===== src/rtl/box_pkg.sv =====
`default_nettype none
// ----------------------------------------------------------------------------
// Module : box_pkg
// Shared widths, box record and per-channel FSM state for the box tracker.
// Rev    : 1.0
// ----------------------------------------------------------------------------
package box_pkg;

    localparam int c_BOX_CW    = 13;
    localparam int c_BOX_CNT_W = 20;

    typedef enum logic [0:0] {
        ST_EMPTY    = 1'b0,
        ST_TRACKING = 1'b1
    } box_state_t;

    // Records are sized at the default widths; narrower instances zero-extend.
    typedef struct packed {
        logic [c_BOX_CW-1:0]    top;
        logic [c_BOX_CW-1:0]    bot;
        logic [c_BOX_CW-1:0]    left;
        logic [c_BOX_CW-1:0]    right;
        logic [c_BOX_CNT_W-1:0] cnt;
    } box_t;

endpackage
`default_nettype wire


===== src/rtl/multi_box_tracker_if.sv =====
`default_nettype none
// ----------------------------------------------------------------------------
// Module : multi_box_tracker_if
// Pixel stream, frame sync and box readout bundle of the box tracker.
// Rev    : 1.0
// ----------------------------------------------------------------------------
interface multi_box_tracker_if #(
    parameter int NCH   = 4,
    parameter int CW    = 13,
    parameter int CNT_W = 20
);
    localparam int RW = (NCH > 1) ? $clog2(NCH) : 1;

    logic             pix_valid;
    logic [CW-1:0]    row;
    logic [CW-1:0]    col;
    logic [NCH-1:0]   hit;
    logic             v_sync;
    logic [RW-1:0]    rd_ch;
    logic [CW-1:0]    box_top;
    logic [CW-1:0]    box_bot;
    logic [CW-1:0]    box_left;
    logic [CW-1:0]    box_right;
    logic [CNT_W-1:0] box_cnt;
    logic [NCH-1:0]   box_found;
    logic             frame_done;

    modport master (
        output pix_valid, row, col, hit, v_sync, rd_ch,
        input  box_top, box_bot, box_left, box_right, box_cnt, box_found, frame_done
    );

    modport slave (
        input  pix_valid, row, col, hit, v_sync, rd_ch,
        output box_top, box_bot, box_left, box_right, box_cnt, box_found, frame_done
    );
endinterface
`default_nettype wire


===== src/rtl/box_acc.sv =====
`default_nettype none
// ----------------------------------------------------------------------------
// Module : box_acc
// One colour channel: grows a bounding box per frame and publishes it.
// Rev    : 1.0
// ----------------------------------------------------------------------------
module box_acc
    import box_pkg::*;
#(
    parameter int          CW      = c_BOX_CW,
    parameter int          CNT_W   = c_BOX_CNT_W,
    parameter int unsigned MIN_PIX = 16
) (
    input  logic          clk,
    input  logic          reset,
    input  logic          pix_valid,
    input  logic [CW-1:0] row,
    input  logic [CW-1:0] col,
    input  logic          hit,
    input  logic          frame_evt,
    output box_t          pub,
    output logic          found
);
    localparam logic [c_BOX_CNT_W-1:0] c_CNT_MAX = c_BOX_CNT_W'((64'd1 << CNT_W) - 64'd1);
    localparam logic [c_BOX_CNT_W-1:0] c_CNT_ONE = c_BOX_CNT_W'(1);

    box_state_t            r_state;
    box_t                  r_work;
    box_t                  r_pub;
    logic                  r_found;
    logic                  w_take;
    logic                  w_live;
    logic                  w_qual;
    logic [c_BOX_CW-1:0]   w_row;
    logic [c_BOX_CW-1:0]   w_col;
    box_t                  w_next;

    // w_next is the working box with this cycle's hit merged in, so a hit
    // landing on the frame event still belongs to the closing frame.
    always_comb begin
        w_take = pix_valid & hit;
        w_row  = c_BOX_CW'(row);
        w_col  = c_BOX_CW'(col);
        w_next = r_work;
        w_live = (r_state == ST_TRACKING) || w_take;
        if (w_take) begin
            if (r_state == ST_EMPTY) begin
                w_next.top   = w_row;
                w_next.bot   = w_row;
                w_next.left  = w_col;
                w_next.right = w_col;
                w_next.cnt   = c_CNT_ONE;
            end else begin
                if (w_row < r_work.top)   w_next.top   = w_row;
                if (w_row > r_work.bot)   w_next.bot   = w_row;
                if (w_col < r_work.left)  w_next.left  = w_col;
                if (w_col > r_work.right) w_next.right = w_col;
                if (r_work.cnt != c_CNT_MAX) w_next.cnt = r_work.cnt + c_CNT_ONE;
            end
        end
        w_qual = w_live && (32'(w_next.cnt) >= MIN_PIX);
    end

    always_ff @(posedge clk or posedge reset) begin
        if (reset) begin
            r_state <= ST_EMPTY;
            r_work  <= '0;
            r_pub   <= '0;
            r_found <= 1'b0;
        end else if (frame_evt) begin
            r_state     <= ST_EMPTY;
            r_work      <= '0;
            r_pub.top   <= w_qual ? w_next.top   : '0;
            r_pub.bot   <= w_qual ? w_next.bot   : '0;
            r_pub.left  <= w_qual ? w_next.left  : '0;
            r_pub.right <= w_qual ? w_next.right : '0;
            r_pub.cnt   <= w_next.cnt;
            r_found     <= w_qual;
        end else if (w_take) begin
            r_state <= ST_TRACKING;
            r_work  <= w_next;
        end
    end

    assign pub   = r_pub;
    assign found = r_found;

endmodule
`default_nettype wire


===== src/rtl/multi_box_tracker.sv =====
`default_nettype none
// ----------------------------------------------------------------------------
// Module : multi_box_tracker
// NCH-channel bounding-box tracker with frame publish and channel readout.
// Rev    : 1.0
// ----------------------------------------------------------------------------
module multi_box_tracker
    import box_pkg::*;
#(
    parameter int          NCH     = 4,
    parameter int          CW      = c_BOX_CW,
    parameter int          CNT_W   = c_BOX_CNT_W,
    parameter int unsigned MIN_PIX = 16
) (
    input  logic               clk,
    input  logic               reset,
    multi_box_tracker_if.slave bus
);
    logic           r_vs_d;
    logic           r_frame_done;
    logic           w_evt;
    box_t           w_pub [NCH];
    logic [NCH-1:0] w_found;
    box_t           w_sel;

    assign w_evt = bus.v_sync & ~r_vs_d;

    always_ff @(posedge clk or posedge reset) begin
        if (reset) begin
            r_vs_d       <= 1'b0;
            r_frame_done <= 1'b0;
        end else begin
            r_vs_d       <= bus.v_sync;
            r_frame_done <= w_evt;
        end
    end

    generate
        for (genvar i = 0; i < NCH; i++) begin : g_ch
            box_acc #(
                .CW      (CW),
                .CNT_W   (CNT_W),
                .MIN_PIX (MIN_PIX)
            ) u_acc (
                .clk       (clk),
                .reset     (reset),
                .pix_valid (bus.pix_valid),
                .row       (bus.row),
                .col       (bus.col),
                .hit       (bus.hit[i]),
                .frame_evt (w_evt),
                .pub       (w_pub[i]),
                .found     (w_found[i])
            );
        end
    endgenerate

    always_comb begin
        w_sel = '0;
        if (int'(bus.rd_ch) < NCH) w_sel = w_pub[bus.rd_ch];
    end

    assign bus.box_top    = CW'(w_sel.top);
    assign bus.box_bot    = CW'(w_sel.bot);
    assign bus.box_left   = CW'(w_sel.left);
    assign bus.box_right  = CW'(w_sel.right);
    assign bus.box_cnt    = CNT_W'(w_sel.cnt);
    assign bus.box_found  = w_found;
    assign bus.frame_done = r_frame_done;

endmodule
`default_nettype wire


===== src/flat_wrapper.sv =====
// flat-port wrapper written by rule: the top's interface ports become plain ports
module multi_box_tracker_flat import box_pkg::*;
#(
    parameter int          NCH     = 4,
    parameter int          CW      = c_BOX_CW,
    parameter int          CNT_W   = c_BOX_CNT_W,
    parameter int unsigned MIN_PIX = 16
)
  (clk, reset, bus_pix_valid, bus_row, bus_col, bus_hit, bus_v_sync, bus_rd_ch, bus_box_top, bus_box_bot, bus_box_left, bus_box_right, bus_box_cnt, bus_box_found, bus_frame_done);
  multi_box_tracker_if #(.NCH(NCH), .CW(CW), .CNT_W(CNT_W)) bus_i ();
  input  logic clk;
  input  logic reset;
  input wire logic [$bits(bus_i.pix_valid)-1:0] bus_pix_valid;
  input wire logic [$bits(bus_i.row)-1:0] bus_row;
  input wire logic [$bits(bus_i.col)-1:0] bus_col;
  input wire logic [$bits(bus_i.hit)-1:0] bus_hit;
  input wire logic [$bits(bus_i.v_sync)-1:0] bus_v_sync;
  input wire logic [$bits(bus_i.rd_ch)-1:0] bus_rd_ch;
  output wire logic [$bits(bus_i.box_top)-1:0] bus_box_top;
  output wire logic [$bits(bus_i.box_bot)-1:0] bus_box_bot;
  output wire logic [$bits(bus_i.box_left)-1:0] bus_box_left;
  output wire logic [$bits(bus_i.box_right)-1:0] bus_box_right;
  output wire logic [$bits(bus_i.box_cnt)-1:0] bus_box_cnt;
  output wire logic [$bits(bus_i.box_found)-1:0] bus_box_found;
  output wire logic [$bits(bus_i.frame_done)-1:0] bus_frame_done;
  assign bus_i.pix_valid = bus_pix_valid;
  assign bus_i.row = bus_row;
  assign bus_i.col = bus_col;
  assign bus_i.hit = bus_hit;
  assign bus_i.v_sync = bus_v_sync;
  assign bus_i.rd_ch = bus_rd_ch;
  assign bus_box_top = bus_i.box_top;
  assign bus_box_bot = bus_i.box_bot;
  assign bus_box_left = bus_i.box_left;
  assign bus_box_right = bus_i.box_right;
  assign bus_box_cnt = bus_i.box_cnt;
  assign bus_box_found = bus_i.box_found;
  assign bus_frame_done = bus_i.frame_done;
  multi_box_tracker #(.NCH(NCH), .CW(CW), .CNT_W(CNT_W), .MIN_PIX(MIN_PIX)) u_core (.clk(clk), .reset(reset), .bus(bus_i));
endmodule

===== config.mk =====
export PLATFORM = sky130hd
export DESIGN_NAME = multi_box_tracker_flat
export DESIGN_NICKNAME = d
export VERILOG_FILES = /design/src/rtl/box_pkg.sv /design/src/rtl/multi_box_tracker_if.sv /design/src/rtl/box_acc.sv /design/src/rtl/multi_box_tracker.sv /design/src/flat_wrapper.sv
export SDC_FILE = /design/constraint.sdc
export NUM_CORES = 2
export LEC_CHECK = 0
export CORE_UTILIZATION = 35
export DETAILED_ROUTE_END_ITERATION = 8
export SKIP_LAST_GASP = 1
export SYNTH_ARGS = -nofsm -noshare
export SYNTH_HDL_FRONTEND = slang
export SYNTH_SLANG_ARGS = --single-unit

===== constraint.sdc =====
create_clock -name clk -period 23.3 [get_ports clk]
set_input_delay 4.66 -clock clk [delete_from_list [all_inputs] [get_ports clk]]
set_output_delay 4.66 -clock clk [all_outputs]
set_load 0.02 [all_outputs]

# --- Yosys cells after proc, flatten, opt, wreduce, memory -nomap -nowiden ---
# Cells that the tools add are included.
word_totals:
  register_bits: 586
  output_inout_bits: 77
  in_bits: 36
classes:
  bitwise_logic: 7
  n_lt_le_gt_ge: 21
  n_mux: 63
  add_sub_neg: 4
  n_reduce_logical: 12
  eq_ne: 4
ops:
  columns: ["operator", "count"]
  rows:
  - ["72-bit two-way mux", 18]
  - ["13-bit two-way mux", 32]
  - ["72-bit binary-select mux with 2-bit select", 1]
  - ["13-bit greater-than comparator", 8]
  - ["13-bit < comparator", 8]
  - ["20-bit by 1-bit adder with 20-bit output (second input constant)", 4]
  - ["20-bit by 5-bit >= comparator with 1-bit output (second input constant)", 4]
  - ["20-bit two-way mux", 4]
  - ["20-bit != test (second input constant)", 4]
  - ["1-bit two-way mux", 8]
  - ["2-bit nonzero test", 4]
  - ["1-bit AND", 5]
  - ["1-bit logical AND", 4]
  - ["1-bit logical OR", 4]
  - ["3-bit >= comparator (second input constant)", 1]
  - ["2-bit inverter with 3-bit output", 1]
  - ["1-bit inverter", 1]

# --- Logic depth before layout (Yosys ltp) ---
depth:
  word_depth: 7
  mapped_depth: 13
  ltp_nobuf: 10

# --- Hierarchy ---
# Synthesis repeated with hierarchy kept, for this count alone.
hier_totals:
  hier_cells: 3932
  area_unflattened_um2: 38811.0
by_module_without_submodules:
  columns: ["module", "n_inst", "area_each_um2", "seq_area_each_um2", "cells_each"]
  rows:
  - ["box_acc (u_core.g_ch[1].u_acc ...)", 2, 9698.1, 3653.5, 985]
  - ["box_acc (u_core.g_ch[0].u_acc)", 1, 8811.0, 3653.5, 931]
  - ["box_acc (u_core.g_ch[3].u_acc)", 1, 8724.6, 3653.5, 939]
  - ["multi_box_tracker", 1, 1879.3, 50.0, 92]

# --- Least setup slack after synthesis ---
# Ideal clock, no wire load.
synth_path:
  kind: "input -> output"
  from: "input port bus_rd_ch[0]"
  to: "output port bus_box_cnt[10]"
  stages: 4
  path_buffers: 3
  t_required_ns: 18.640
  slack_ns: 12.304
  arrival_ns: 6.336
  path_cell_list: "clkbuf_1 > clkbuf_1 > clkbuf_1 > mux4_2"
synth_between:
  elab_chain_len: 4
synth_lines:
  columns: ["element", "line", "text"]
  rows:
  - ["start, declared", "flat_wrapper.sv:18", "input wire logic [$bits(bus_i.rd_ch)-1:0] bus_rd_ch;"]
  - ["2-bit inverter with 3-bit output (implied by the code)", "multi_box_tracker.sv:60", "if (int'(bus.rd_ch) < NCH) w_sel = w_pub[bus.rd_ch];"]
  - ["72-bit binary-select mux with 2-bit select", "multi_box_tracker.sv:60", null]
  - ["72-bit two-way mux (implied by the code) (2 in series)", "multi_box_tracker.sv:60", null]
  - ["end, declared", "flat_wrapper.sv:23", "output wire logic [$bits(bus_i.box_cnt)-1:0] bus_box_cnt;"]
# No other way between the ends. The select of a mux whose other input is x is not followed.

# --- Worst setup path after layout ---
layout_path:
  from: "input port bus_rd_ch[0]"
  to: "output port bus_box_top[0]"
layout_between:
  elab_chain_len: 4
layout_lines:
  columns: ["element", "line", "text"]
  rows:
  - ["2-bit inverter with 3-bit output (implied by the code)", "multi_box_tracker.sv:60", null]
  - ["72-bit binary-select mux with 2-bit select", "multi_box_tracker.sv:60", null]
  - ["72-bit two-way mux (implied by the code) (2 in series)", "multi_box_tracker.sv:60", null]
  - ["end, declared", "flat_wrapper.sv:19", "output wire logic [$bits(bus_i.box_top)-1:0] bus_box_top;"]
# No other way between the ends. The select of a mux whose other input is x is not followed.

==> impl_results.md <==
* Met2 Usage GRT at 33.2%
* Stages on worst setup path at 4
* DP Worst Slack at 11.47 ns
* Synth area leader: dfrtp_1
* Worst EP arrival at 7.07 ns
* Most common cell in the synthesized netlist: dfrtp_1
* Mapped Cells at 3,123
* Synth top area share at 47.2%
* Crit-path cells: buf_4 -> buf_4 -> mux4_2 -> clkdlybuf4s50_1
* Die Y-Extent at 300 µm
* GR Util met3 at 3.08%
* Starting Density at 35.6%
* Total track usage at 20.6%
* Worst Setup EP: bus_box_top[0]
* Final min period at 11.73 ns
* Asr flop ratio synth at 100%
* Overflow left after global routing at 0
* Post-CTS setup buffers at 0
* Sink Count at 586
* Remaining DRCs at 0
* Power density over the cells at 74.8 nW/µm²
* Critical Path Start: bus_rd_ch[0]
* Hpwl dp at 62.8 mm
* Synth Register Bits at 586
* Count of different cell masters after synthesis at 71
* Final setup margin at 11.57 ns
* Antenna diodes at 0
* Hold Path Class: flop to flop
* Initial detailed-routing violation count at 1,982
* Slowest CP cell: buf_4
* RSZ-0062 raised after global routing: no
* Area of the mapped netlist at 31,100 µm²
* Setup TNS at 0 ns
* Vias in the first global route at 22,700
* Outcome: complete, no violations
* Syn_area_per_cell at 9.95 µm²
* Core area at 87,300 µm²
* Synth-to-Final Area Change at 15.1%
* CTS tree: done
* CTS Buf Count at 70
* Via count at 23,500
* Crit Path Max Fanout at 37
* Part of the Yosys area used for sequential elements at 47.2%
* First-pass GRT wire length at 142 mm
* Detailed Routing Iterations Pass 1 at 5
* DR WL/cell at 21.1 µm
* Top_reg_cell synth: dfrtp_1
* Synthesized net count at 3,363
* Port Buf Inserts at 112
* Critical Path Max Stage Delay at 0.72 ns
* Ranking of synthesized cells by area: dfrtp_1 47%, ha_1 8.2%, mux2i_1 6.8%
* Setup crit start kind: input pin
* Largest net degree at the start of global routing at 166
* Total Power at 2.67 mW
* Min Hold Slack at 0.474 ns
* Worst-Skew Late Latency at 0.62 ns
* Leak pwr at 16.3 nW
* Fill cells at 8,606
* Max-cap violations at 0
* Crit path buffers/inverters at 3
* Critical path data required time at 18.64 ns
* Std cell rows at 108
* Number of antenna violations at the first check in global routing at 6
* Final period util at 50.3%
* Layout Skew at 0.0228 ns
* HP Start: u_core.g_ch[2].u_acc.found
* Pins Over Slew Limit at 0
* I/O pin total at 113
* Worst-Margin Slew at 1.20 ns
* R2R Path End: u_core.g_ch[1].u_acc.pub[58]
* Nature of the critical path endpoint: primary output
* Post-synth EDFFs at 0
* Final WL at 92.3 mm
* Share of layout cells above drive strength 1 at 10.0%
* Delay-heaviest family, CP: buffers and inverters
* Flop-to-flop setup slack at 18.78 ns
* Nets at 3,411
* Critical Path Most Common Cell: buf_4
* Worst Reg-to-Reg Cells at 9
* Final setup vio count at 0
* H-tree depth at 3
* Die W at 300 µm
* Worst vdd ir at 64.8 µV
* Post-CTS Resized at 0
* Most frequent cells after synthesis: 586 x dfrtp_1, 384 x nand2_1, 347 x nor2_1
* Max-slew headroom at 20.1%
* Gpl congestion at 0.892
* Clock-pin slew on the worst setup and hold paths at 0.06 ns
* CTS max path bufs at 3
* Util after Layout at 41.0%
* Die Area at 90,000 µm²
* CTS root buf: clkbuf_16
* Yosys warns at 0
* Crit Reg-Reg Startpoint: u_core.g_ch[1].u_acc.r_work[11]
* GR peak layer: met2
* Final Hold Vio Count at 0
* Grt met1 use at 28.4%
* Maximum clock rate at 85.2 MHz
* Via/cell ratio at 5.36
* # hold bufs at CTS at 0
* Routed Antenna Nets at 0
* Setup CP Type: input pin to primary output
## sequential cells by signal, summed over array words and instances, names as in the netlist
signal and count:
u_core.g_ch.u_acc.pub 288, u_core.g_ch.u_acc.r_state 4, u_core.g_ch.u_acc.found 4, u_core.bus.frame_done 1
u_core.r_vs_d 1, u_core.g_ch.u_acc.r_work 288
## tightest hold or removal path: stages (launching register included)
cell     delay (ns)
dfrtp_1        0.34
nand2_1        0.05
nand2_1        0.05
## logic make-up (layout without fill, tap and decap cells)
| kind of cell | after synthesis | after routing | share of synthesized area [%] |
|---|---|---|---|
| and+or+nand+nor | 999 | 999 | 14.2 |
| AOI/OAI and AO/OA | 623 | 623 | 12.4 |
| buffers and inverters | 403 | 501 | 5.20 |
| xor gates and xnor gates | 23 | 23 | 0.648 |
| DFF | 586 | 586 | 47.2 |
| adders and majority gates | 204 | 204 | 8.22 |
| muxes | 285 | 285 | 12.1 |
## power breakdown
part | switching [mW] | internal, mW | total (mW)
sequential | 0.0391 | 1.08 | 1.12
combinational | 0.245 | 0.141 | 0.386
clock | 0.452 | 0.720 | 1.17
## area by class of cell
| class | instances | area (µm²) | area share (%) |
|---|---|---|---|
| multi-input combinational | 2134 | 14800 | 41.5 |
| sequential | 586 | 14700 | 41.0 |
| clock buffer | 97 | 2070 | 5.78 |
| timing repair buffer | 165 | 1550 | 4.34 |
| tap | 1155 | 1450 | 4.04 |
| inverter | 214 | 818 | 2.29 |
| clock inverter | 25 | 380 | 1.06 |
## metal layers
layer | part of all wire (%) | vias to the layer above
met1 | 45 | 11800
met2 | 47 | 559
met3 | 5.0 | 125
li1 | - | 11000
met5 | 0 | -
met4 | 2.9 | 0
## per-stage QoR
step | instances | instance area, µm²
6_report | 4376 | 35800
2_1_floorplan | 3123 | 31100
3_5_place_dp | 4254 | 33300
4_1_cts | 4376 | 35800
3_3_place_gp | 4254 | 33300
5_1_grt | 4376 | 35800
## layout by cell type, fill, tap and decap left out, drive strengths merged, types with 9 or more instances in the layout
master | synthesis | layout
a211oi | 25 | 25
clkbuf | 145 | 97
nor2b | 19 | 19
o211ai | 12 | 12
nor2 | 347 | 347
bufinv | 0 | 9
nor4 | 25 | 25
mux4 | 72 | 72
buf | 44 | 55
nand3 | 53 | 53
xor2 | 17 | 17
o2111ai | 10 | 10
dfrtp | 586 | 586
clkdlybuf4s50 | 0 | 110
o31ai | 9 | 9
nand2 | 384 | 384
a21oi | 99 | 99
or3 | 9 | 9
a31oi | 9 | 9
o21ai | 350 | 350
a21o | 29 | 29
ha | 204 | 204
nand4 | 57 | 57
and3 | 16 | 16
o21a | 10 | 10
nor3 | 27 | 27
inv | 214 | 217
mux2i | 210 | 210
clkinv | 0 | 13
a22o | 14 | 14
and2 | 19 | 19
and4 | 15 | 15
## worst min path at each step
stage,endpoint,cells past startpoint
finish,u_core.g_ch[2].u_acc.found,2
global route,u_core.g_ch[2].u_acc.pub[19],2
CTS,u_core.g_ch[2].u_acc.pub[19],2
detailed placement,u_core.g_ch[3].u_acc.pub[42],2
global placement,u_core.g_ch[3].u_acc.pub[28],2
floorplan,u_core.g_ch[2].u_acc.pub[1],2
Note: power is estimated with default switching activity, not from simulation.
